<file path="config.mk">
export PLATFORM = sky130hd
export DESIGN_NAME = trng_byte_collector_flat
export DESIGN_NICKNAME = d
export VERILOG_FILES = /design/src/rtl/trng_byte_collector_if.sv /design/src/rtl/trng_byte_collector.sv /design/src/flat_wrapper.sv
export SDC_FILE = /design/constraint.sdc
export NUM_CORES = 1
export LEC_CHECK = 0
export CORE_MARGIN = 2
export CORE_UTILIZATION = 56
export DETAILED_ROUTE_END_ITERATION = 16
export DONT_BUFFER_PORTS = 1
export PLACE_DENSITY = 0.83
export SYNTH_ARGS = -nofsm -noshare
export SYNTH_HDL_FRONTEND = slang
export SYNTH_SLANG_ARGS = --single-unit
</file>
<file path="constraint.sdc">
create_clock -name clk -period 2.4 [get_ports clk]
set_clock_uncertainty 0.15 [all_clocks]
set_input_delay 0.24 -clock clk [delete_from_list [all_inputs] [get_ports clk]]
set_output_delay 0.24 -clock clk [all_outputs]
set_load 0.05 [all_outputs]
</file>
<file path="src/rtl/trng_byte_collector_if.sv">
// Byte-collector bus: raw entropy bit input plus FWFT byte read port.
// The master drives raw bits and the read-ready; the slave (collector) returns bytes and status.
interface trng_byte_collector_if #(
    parameter int FIFO_DEPTH = 4
);
    logic                          bit_in;
    logic                          bit_valid;
    logic                          byte_ready;
    logic [7:0]                    byte_out;
    logic                          byte_valid;
    logic [$clog2(FIFO_DEPTH):0]   fifo_count;
    logic                          overflow;
    logic                          stuck;

    modport master (
        output bit_in, bit_valid, byte_ready,
        input  byte_out, byte_valid, fifo_count, overflow, stuck
    );

    modport slave (
        input  bit_in, bit_valid, byte_ready,
        output byte_out, byte_valid, fifo_count, overflow, stuck
    );
endinterface

</file>
<file path="src/rtl/trng_byte_collector.sv">
// TRNG byte collector: repetition-count health test, optional von Neumann debias
// (macro TRNG_DEBIAS_EN), MSB-first byte assembly and a FWFT byte FIFO.
module trng_byte_collector #(
    parameter int FIFO_DEPTH = 4,
    parameter int REP_LIMIT  = 32
) (
    input  logic                 clk,
    input  logic                 rst_n,
    trng_byte_collector_if.slave bus
);
    localparam int         AW        = $clog2(FIFO_DEPTH);
    localparam int         CW        = AW + 1;
    localparam logic [7:0] REP_LIM_B = 8'(REP_LIMIT);

    function automatic logic [7:0] run_sat_inc(input logic [7:0] run);
        return (run >= REP_LIM_B) ? REP_LIM_B : run + 8'd1;
    endfunction

    logic          r_stuck;
    logic          r_ovf;
    logic          r_last;
    logic [7:0]    r_run;
    logic [6:0]    r_shift;
    logic [2:0]    r_cnt;
    logic [CW-1:0] r_wr;
    logic [CW-1:0] r_rd;
    logic [7:0]    r_mem [FIFO_DEPTH];

    logic          w_take;
    logic [7:0]    w_run_next;
    logic          w_trip;
    logic          w_proc;
    logic          w_acc;
    logic          w_acc_bit;
    logic          w_byte_done;
    logic [7:0]    w_byte;
    logic [CW-1:0] w_count;
    logic          w_full;
    logic          w_empty;
    logic          w_rd;
    logic          w_push;
    logic          w_drop;

    // Health test on raw bits: a zero run counter means no previous bit yet.
    assign w_take     = bus.bit_valid && !r_stuck;
    assign w_run_next = (r_run != 8'd0 && bus.bit_in == r_last) ? run_sat_inc(r_run) : 8'd1;
    assign w_trip     = w_take && (w_run_next == REP_LIM_B);
    assign w_proc     = w_take && !w_trip;

`ifdef TRNG_DEBIAS_EN
    logic r_pair_full;
    logic r_pair_bit;

    always_ff @(posedge clk or negedge rst_n) begin
        if (!rst_n) begin
            r_pair_full <= 1'b0;
            r_pair_bit  <= 1'b0;
        end else if (w_proc) begin
            r_pair_full <= !r_pair_full;
            if (!r_pair_full)
                r_pair_bit <= bus.bit_in;
        end
    end

    // 10 yields 1 and 01 yields 0: the accepted bit is the first of the pair.
    assign w_acc     = w_proc && r_pair_full && (r_pair_bit != bus.bit_in);
    assign w_acc_bit = r_pair_bit;
`else
    assign w_acc     = w_proc;
    assign w_acc_bit = bus.bit_in;
`endif

    assign w_byte_done = w_acc && (r_cnt == 3'd7);
    assign w_byte      = {r_shift, w_acc_bit};

    assign w_count = r_wr - r_rd;
    assign w_full  = (w_count == CW'(FIFO_DEPTH));
    assign w_empty = (w_count == '0);
    assign w_rd    = !w_empty && bus.byte_ready;
    // A read in the same cycle frees the slot, so a full FIFO still accepts the byte.
    assign w_push  = w_byte_done && (!w_full || w_rd);
    assign w_drop  = w_byte_done && w_full && !w_rd;

    always_ff @(posedge clk or negedge rst_n) begin
        if (!rst_n) begin
            r_stuck <= 1'b0;
            r_ovf   <= 1'b0;
            r_last  <= 1'b0;
            r_run   <= 8'd0;
            r_shift <= 7'd0;
            r_cnt   <= 3'd0;
            r_wr    <= '0;
            r_rd    <= '0;
        end else begin
            if (w_take) begin
                r_run  <= w_run_next;
                r_last <= bus.bit_in;
            end
            if (w_trip)
                r_stuck <= 1'b1;
            if (w_acc) begin
                r_shift <= {r_shift[5:0], w_acc_bit};
                r_cnt   <= r_cnt + 3'd1;
            end
            if (w_drop)
                r_ovf <= 1'b1;
            if (w_push)
                r_wr <= r_wr + CW'(1);
            if (w_rd)
                r_rd <= r_rd + CW'(1);
        end
    end

    always_ff @(posedge clk) begin
        if (w_push)
            r_mem[r_wr[AW-1:0]] <= w_byte;
    end

    assign bus.byte_valid = !w_empty;
    assign bus.byte_out   = w_empty ? 8'd0 : r_mem[r_rd[AW-1:0]];
    assign bus.fifo_count = w_count;
    assign bus.overflow   = r_ovf;
    assign bus.stuck      = r_stuck;
endmodule

</file>
<file path="src/flat_wrapper.sv">
// flat-port wrapper written by rule: the top's interface ports become plain ports
module trng_byte_collector_flat 
#(
    parameter int FIFO_DEPTH = 4,
    parameter int REP_LIMIT  = 32
)
  (clk, rst_n, bus_bit_in, bus_bit_valid, bus_byte_ready, bus_byte_out, bus_byte_valid, bus_fifo_count, bus_overflow, bus_stuck);
  trng_byte_collector_if #(.FIFO_DEPTH(FIFO_DEPTH)) bus_i ();
  input  logic clk;
  input  logic rst_n;
  input wire logic [$bits(bus_i.bit_in)-1:0] bus_bit_in;
  input wire logic [$bits(bus_i.bit_valid)-1:0] bus_bit_valid;
  input wire logic [$bits(bus_i.byte_ready)-1:0] bus_byte_ready;
  output wire logic [$bits(bus_i.byte_out)-1:0] bus_byte_out;
  output wire logic [$bits(bus_i.byte_valid)-1:0] bus_byte_valid;
  output wire logic [$bits(bus_i.fifo_count)-1:0] bus_fifo_count;
  output wire logic [$bits(bus_i.overflow)-1:0] bus_overflow;
  output wire logic [$bits(bus_i.stuck)-1:0] bus_stuck;
  assign bus_i.bit_in = bus_bit_in;
  assign bus_i.bit_valid = bus_bit_valid;
  assign bus_i.byte_ready = bus_byte_ready;
  assign bus_byte_out = bus_i.byte_out;
  assign bus_byte_valid = bus_i.byte_valid;
  assign bus_fifo_count = bus_i.fifo_count;
  assign bus_overflow = bus_i.overflow;
  assign bus_stuck = bus_i.stuck;
  trng_byte_collector #(.FIFO_DEPTH(FIFO_DEPTH), .REP_LIMIT(REP_LIMIT)) u_core (.clk(clk), .rst_n(rst_n), .bus(bus_i));
endmodule
</file>
Word level (Yosys, flattened, before mapping)
Memories as Yosys holds them, arrays and structs flattened. Index checks and enable logic that the tools add are counted.

Flip-flop bits (word level): 27. Bits in latches: 0. RAM bits: 32. ROM bits: 0. Bits of input ports: 5. Output and inout bits: 14. Logic and storage cells: 41. Memories kept: 1.

Memory list: u_core.r_mem (depth 4, width 8, read ports 1, clocked after memory_dff 0, write ports 1, RTL line trng_byte_collector.sv:27) `logic [7:0] r_mem [FIFO_DEPTH];`.

Add/sub/neg operators: 5. Multiply operators: 0. Divide/modulo/power cells: 0. $lt $le $gt $ge: 1. Equal/unequal tests: 4. Shift operators: 0. Muxes and demuxes: 5. Bitwise operators: 0. Reduce and logical (&&, ||, !) cells: 17.

Operator list (number): two-way mux 8 bit (3); adder 3 x 1 -> 3 bit (second input constant) (3); logical AND 1 bit (9); adder 8 x 1 -> 8 bit (second input constant) (1); == test 8 x 6 -> 1 bit (second input constant) (1); >= comparator 8 x 6 -> 1 bit (second input constant) (1); nonzero test 8 bit (1); == test 3 bit (second input constant) (2); logical NOT 1 bit (5); logical NOT 3 bit (1); subtractor 3 bit (1); two-way mux 1 bit (2); == test 1 bit (1); logical OR 1 bit (1).

Depth between registers and ports, before layout
Depth in word-level cells: 11. Mapped depth: 8.

Least setup slack after synthesis
OpenSTA, ideal clock, no wires.

Path type: register -> output. Start point: reg u_core.r_wr[0]. End point: out bus_byte_out[0]. Arrival: 2.433 ns. Data required time: 2.010 ns. Setup slack: -0.423 ns. Cell stages (with the launch flop): 8. Path through: dfrtp_1 > inv_1 > ha_1 > fa_1 > xnor3_1 > nand3_1 > clkbuf_1 > and2_1.

Cells in the longest elaborated chain, start to end: 3.

RTL lines: start: declaration (RTL line trng_byte_collector.sv:25) `logic [CW-1:0] r_wr;`; start signal: assignment (RTL line trng_byte_collector.sv:108) `r_wr <= r_wr + CW'(1);`; subtractor 3 bit (RTL line trng_byte_collector.sv:76) `assign w_count = r_wr - r_rd;`; logical NOT 3 bit (RTL line trng_byte_collector.sv:78) `assign w_empty = (w_count == '0);`; two-way mux 8 bit (RTL line trng_byte_collector.sv:120) `assign bus.byte_out = w_empty ? 8'd0 : r_mem[r_rd[AW-1:0]];`; end: declaration (RTL line flat_wrapper.sv:14) `output wire logic [$bits(bus_i.byte_out)-1:0] bus_byte_out;`.

No other way between the ends.

Worst setup path in the final report
Start point: reg u_core.r_wr[0]. End point: reg u_core.r_wr[1].

Cells in the longest elaborated chain, start to end: 6. Elaborated cells on any way between the ends: 9. Classes of those cells: add/sub: 2; eq/ne: 1; reduce/logical: 6.

RTL lines: subtractor 3 bit (RTL line trng_byte_collector.sv:76); logical NOT 3 bit (RTL line trng_byte_collector.sv:78); logical NOT 1 bit (RTL line trng_byte_collector.sv:79) `assign w_rd = !w_empty && bus.byte_ready;`; logical AND 1 bit (RTL line trng_byte_collector.sv:79); logical OR 1 bit (RTL line trng_byte_collector.sv:81) `assign w_push = w_byte_done && (!w_full || w_rd);`; logical AND 1 bit (RTL line trng_byte_collector.sv:81).

Parallel ways exist; a longest one is shown, timed or not. A chain may end at the register's enable or synchronous reset.

==> metrics.yaml <==
fin_cells: 267
synth_warnings: 0
syn_nets: 191
yosysUniqueCellTypes: 39
slew_violations: 0
ios: 19
rows: 24
finalWorstSetupSlack_ns: -0.1231
status: "complete, but fails checks"
layout_commonest_cell: "edfxtp_1"
synth_area_leaders: "edfxtp_1 37%, dfrtp_1 26%, mux4_2 6.9%"
first_global_vias: 1591
place_congestion: 0.8143
fmax_ghz: 0.3963
post-route-min-period_ns: 2.523
antenna_left: 0
cp.required_ns: 2.45
syn_area_per_cell_um2: 14.96
crit_path_end_kind: "flip-flop"
die_area_um2: 5240
cts.sinks: 59
layout-drive-gt1-share_pct: 34.88
overflow: 0
filler_cell_count: 280
cts_root_buf: "clkbuf_8"
cts_tree: "done"
violations: "setup timing"
via_per_inst: 5.779
report.final.hold_viol_count: 0
syn2layout_area_growth_pct: 22.31
clk_latency_ns: 0.32
cap_violations: 0
cp-start-kind: "flip-flop"
final-setup-viol-count: 41
io_buffers: 0
synth_top_cell_area_share_pct: 36.69
firstDrtPassIters: 5
track_usage_pct: 21.65
cts_max_level: 3
drc: 0
syn_area_um2: 2619
hold_path_class: "in2reg"
layout_common_cells: "32 x edfxtp_1, 27 x dfrtp_1, 20 x buf_4"
critical_path_class: "reg2reg"
crit_arrival_ns: 2.57
post-dp-hpwl_mm: 3.186
dp_cells: 240
grt_pass1_wl_mm: 8.107
rsz0062_at_grt: "true"
tightest_slew_ns: 0.4689
routed_wl_mm: 5.150
cts_buffers: 9
grt_max_degree: 28
antenna_found_initial: 0
finalCritPeriodShare_pct: 105.1
ys_ff_latch: 59
initial_core_util_pct: 58.92
initialDrtViolationCount: 116
slew_headroom_pct: 68.74
vias: 1543
ys_seq_area_share_pct: 62.49
core_um2: 4444
cts_buffer_depth: 2
insertedDiodeCount: 0
cp_max_fo: 6
dieWidth_um: 72.39
wl_per_cell_um: 19.29
path_clk_slew_ns: 0.07
nNetsFinal: 226
synth_top_area_cell: "edfxtp_1"
netlist_instances: 175
die_y_um: 72.39
[stage by stage]
stage	hold WS [ns]	TNS, ns	util (%)	area, um2	setup WS (ns)
3_3_place_gp	-0.2047	-4.357	63.15	2806	-0.1747
4_1_cts	0.06538	-3.158	71.28	3168	-0.1232
6_report	0.08795	-3.175	72.07	3203	-0.1231
5_1_grt	0.08172	-5.464	72.07	3203	-0.1702
2_1_floorplan	-0.2056	-13.19	-	2638	-0.4013
3_5_place_dp	-0.2049	-7.279	63.15	2806	-0.2631
[state kept, by name, indices dropped and copies added (netlist names)]
name and count:
u_core.r_cnt 3, u_core.r_shift 7, u_core.bus.overflow 1, u_core.r_rd 3
u_core.r_run 8, u_core.bus.stuck 1, u_core.r_wr 3, u_core.r_mem 32
u_core.r_last 1
[per-layer routing]
layer	vias up	GRT usage (%)	wire length, um
met2	55	37.00	2702
li1	715	-	-
met4	0	8.642	102
met5	-	0	0
met3	8	5.556	253
met1	765	26.47	2091
[layout make-up]
type                       count  area, um2  area share (%)
clock buffer                  10      148.9           4.648
timing repair buffer          28      247.7           7.734
clock inverter                 6      61.31           1.914
multi-input combinational    104       1013           31.64
inverter                       8      30.03          0.9375
tap                           52      65.06           2.031
sequential                    59       1637           51.09
[final timing paths]
path	from	end	slack [ns]	depth (start not counted)
max in group asynchronous	rst_n	u_core.r_wr[1]	1.72	2
worst max-delay path	u_core.r_wr[0]	u_core.r_wr[1]	-0.12	8
min in group asynchronous	rst_n	u_core.bus.overflow	0.22	2
worst min-delay path	bus_bit_in	u_core.r_run[5]	0.09	3
worst min register to register	u_core.r_cnt[0]	u_core.r_cnt[0]	0.34	1
worst max register to register	u_core.r_wr[0]	u_core.r_wr[1]	-0.12	8
[cell families after synthesis]
group                      after synthesis  synth area share, %
DFF                                     59                62.49
and+or+nand+nor                         50                10.99
muxes                                   19                11.61
AOI/OAI and AO/OA                       16                4.204
buffers and inverters                   13                2.293
adders and majority gates               11                5.542
xor gates and xnor gates                 7                2.867
[Yosys cell counts (all sizes together)]
library cell and count:
nand2b 2, a211o 1, ha 10, o21bai 2, xor2 1, o21ai 5, nor3 1, buf 3
or2 1, o211ai 1, nand3 8, mux4 8, or4 1, inv 8, a31oi 1, a21oi 1
or4b 1, xnor3 1, fa 1, o31ai 3, xnor2 5, nor2b 3, clkbuf 2, o22ai 1
and3 5, nor2 2, nand4 1, and2 11, nand2 14, edfxtp 32, dfrtp 27, mux2 11
o41ai 1
[worst max-delay path, stage by stage (launching register included)]
cell and delay, ns:
dfrtp_1 0.37, inv_2 0.06, ha_4 0.15, fa_2 0.54, inv_2 0.05, or4_4 0.48, and3_4 0.22, nand2_4 0.07
mux2_4 0.29
[repair_timing]
item                                    CTS  global route
hold endpoints to repair                 37             0
endpoints found under the setup margin   44            44
gates cloned                              1             0
setup buffers                             2             3
resized for setup                        19             4
pin swaps                                10             3
hold buffers                              5             0
Power is left out: the tool's default activity adds up to more than one toggle a clock period on the data nets, which glitch-free logic cannot reach.
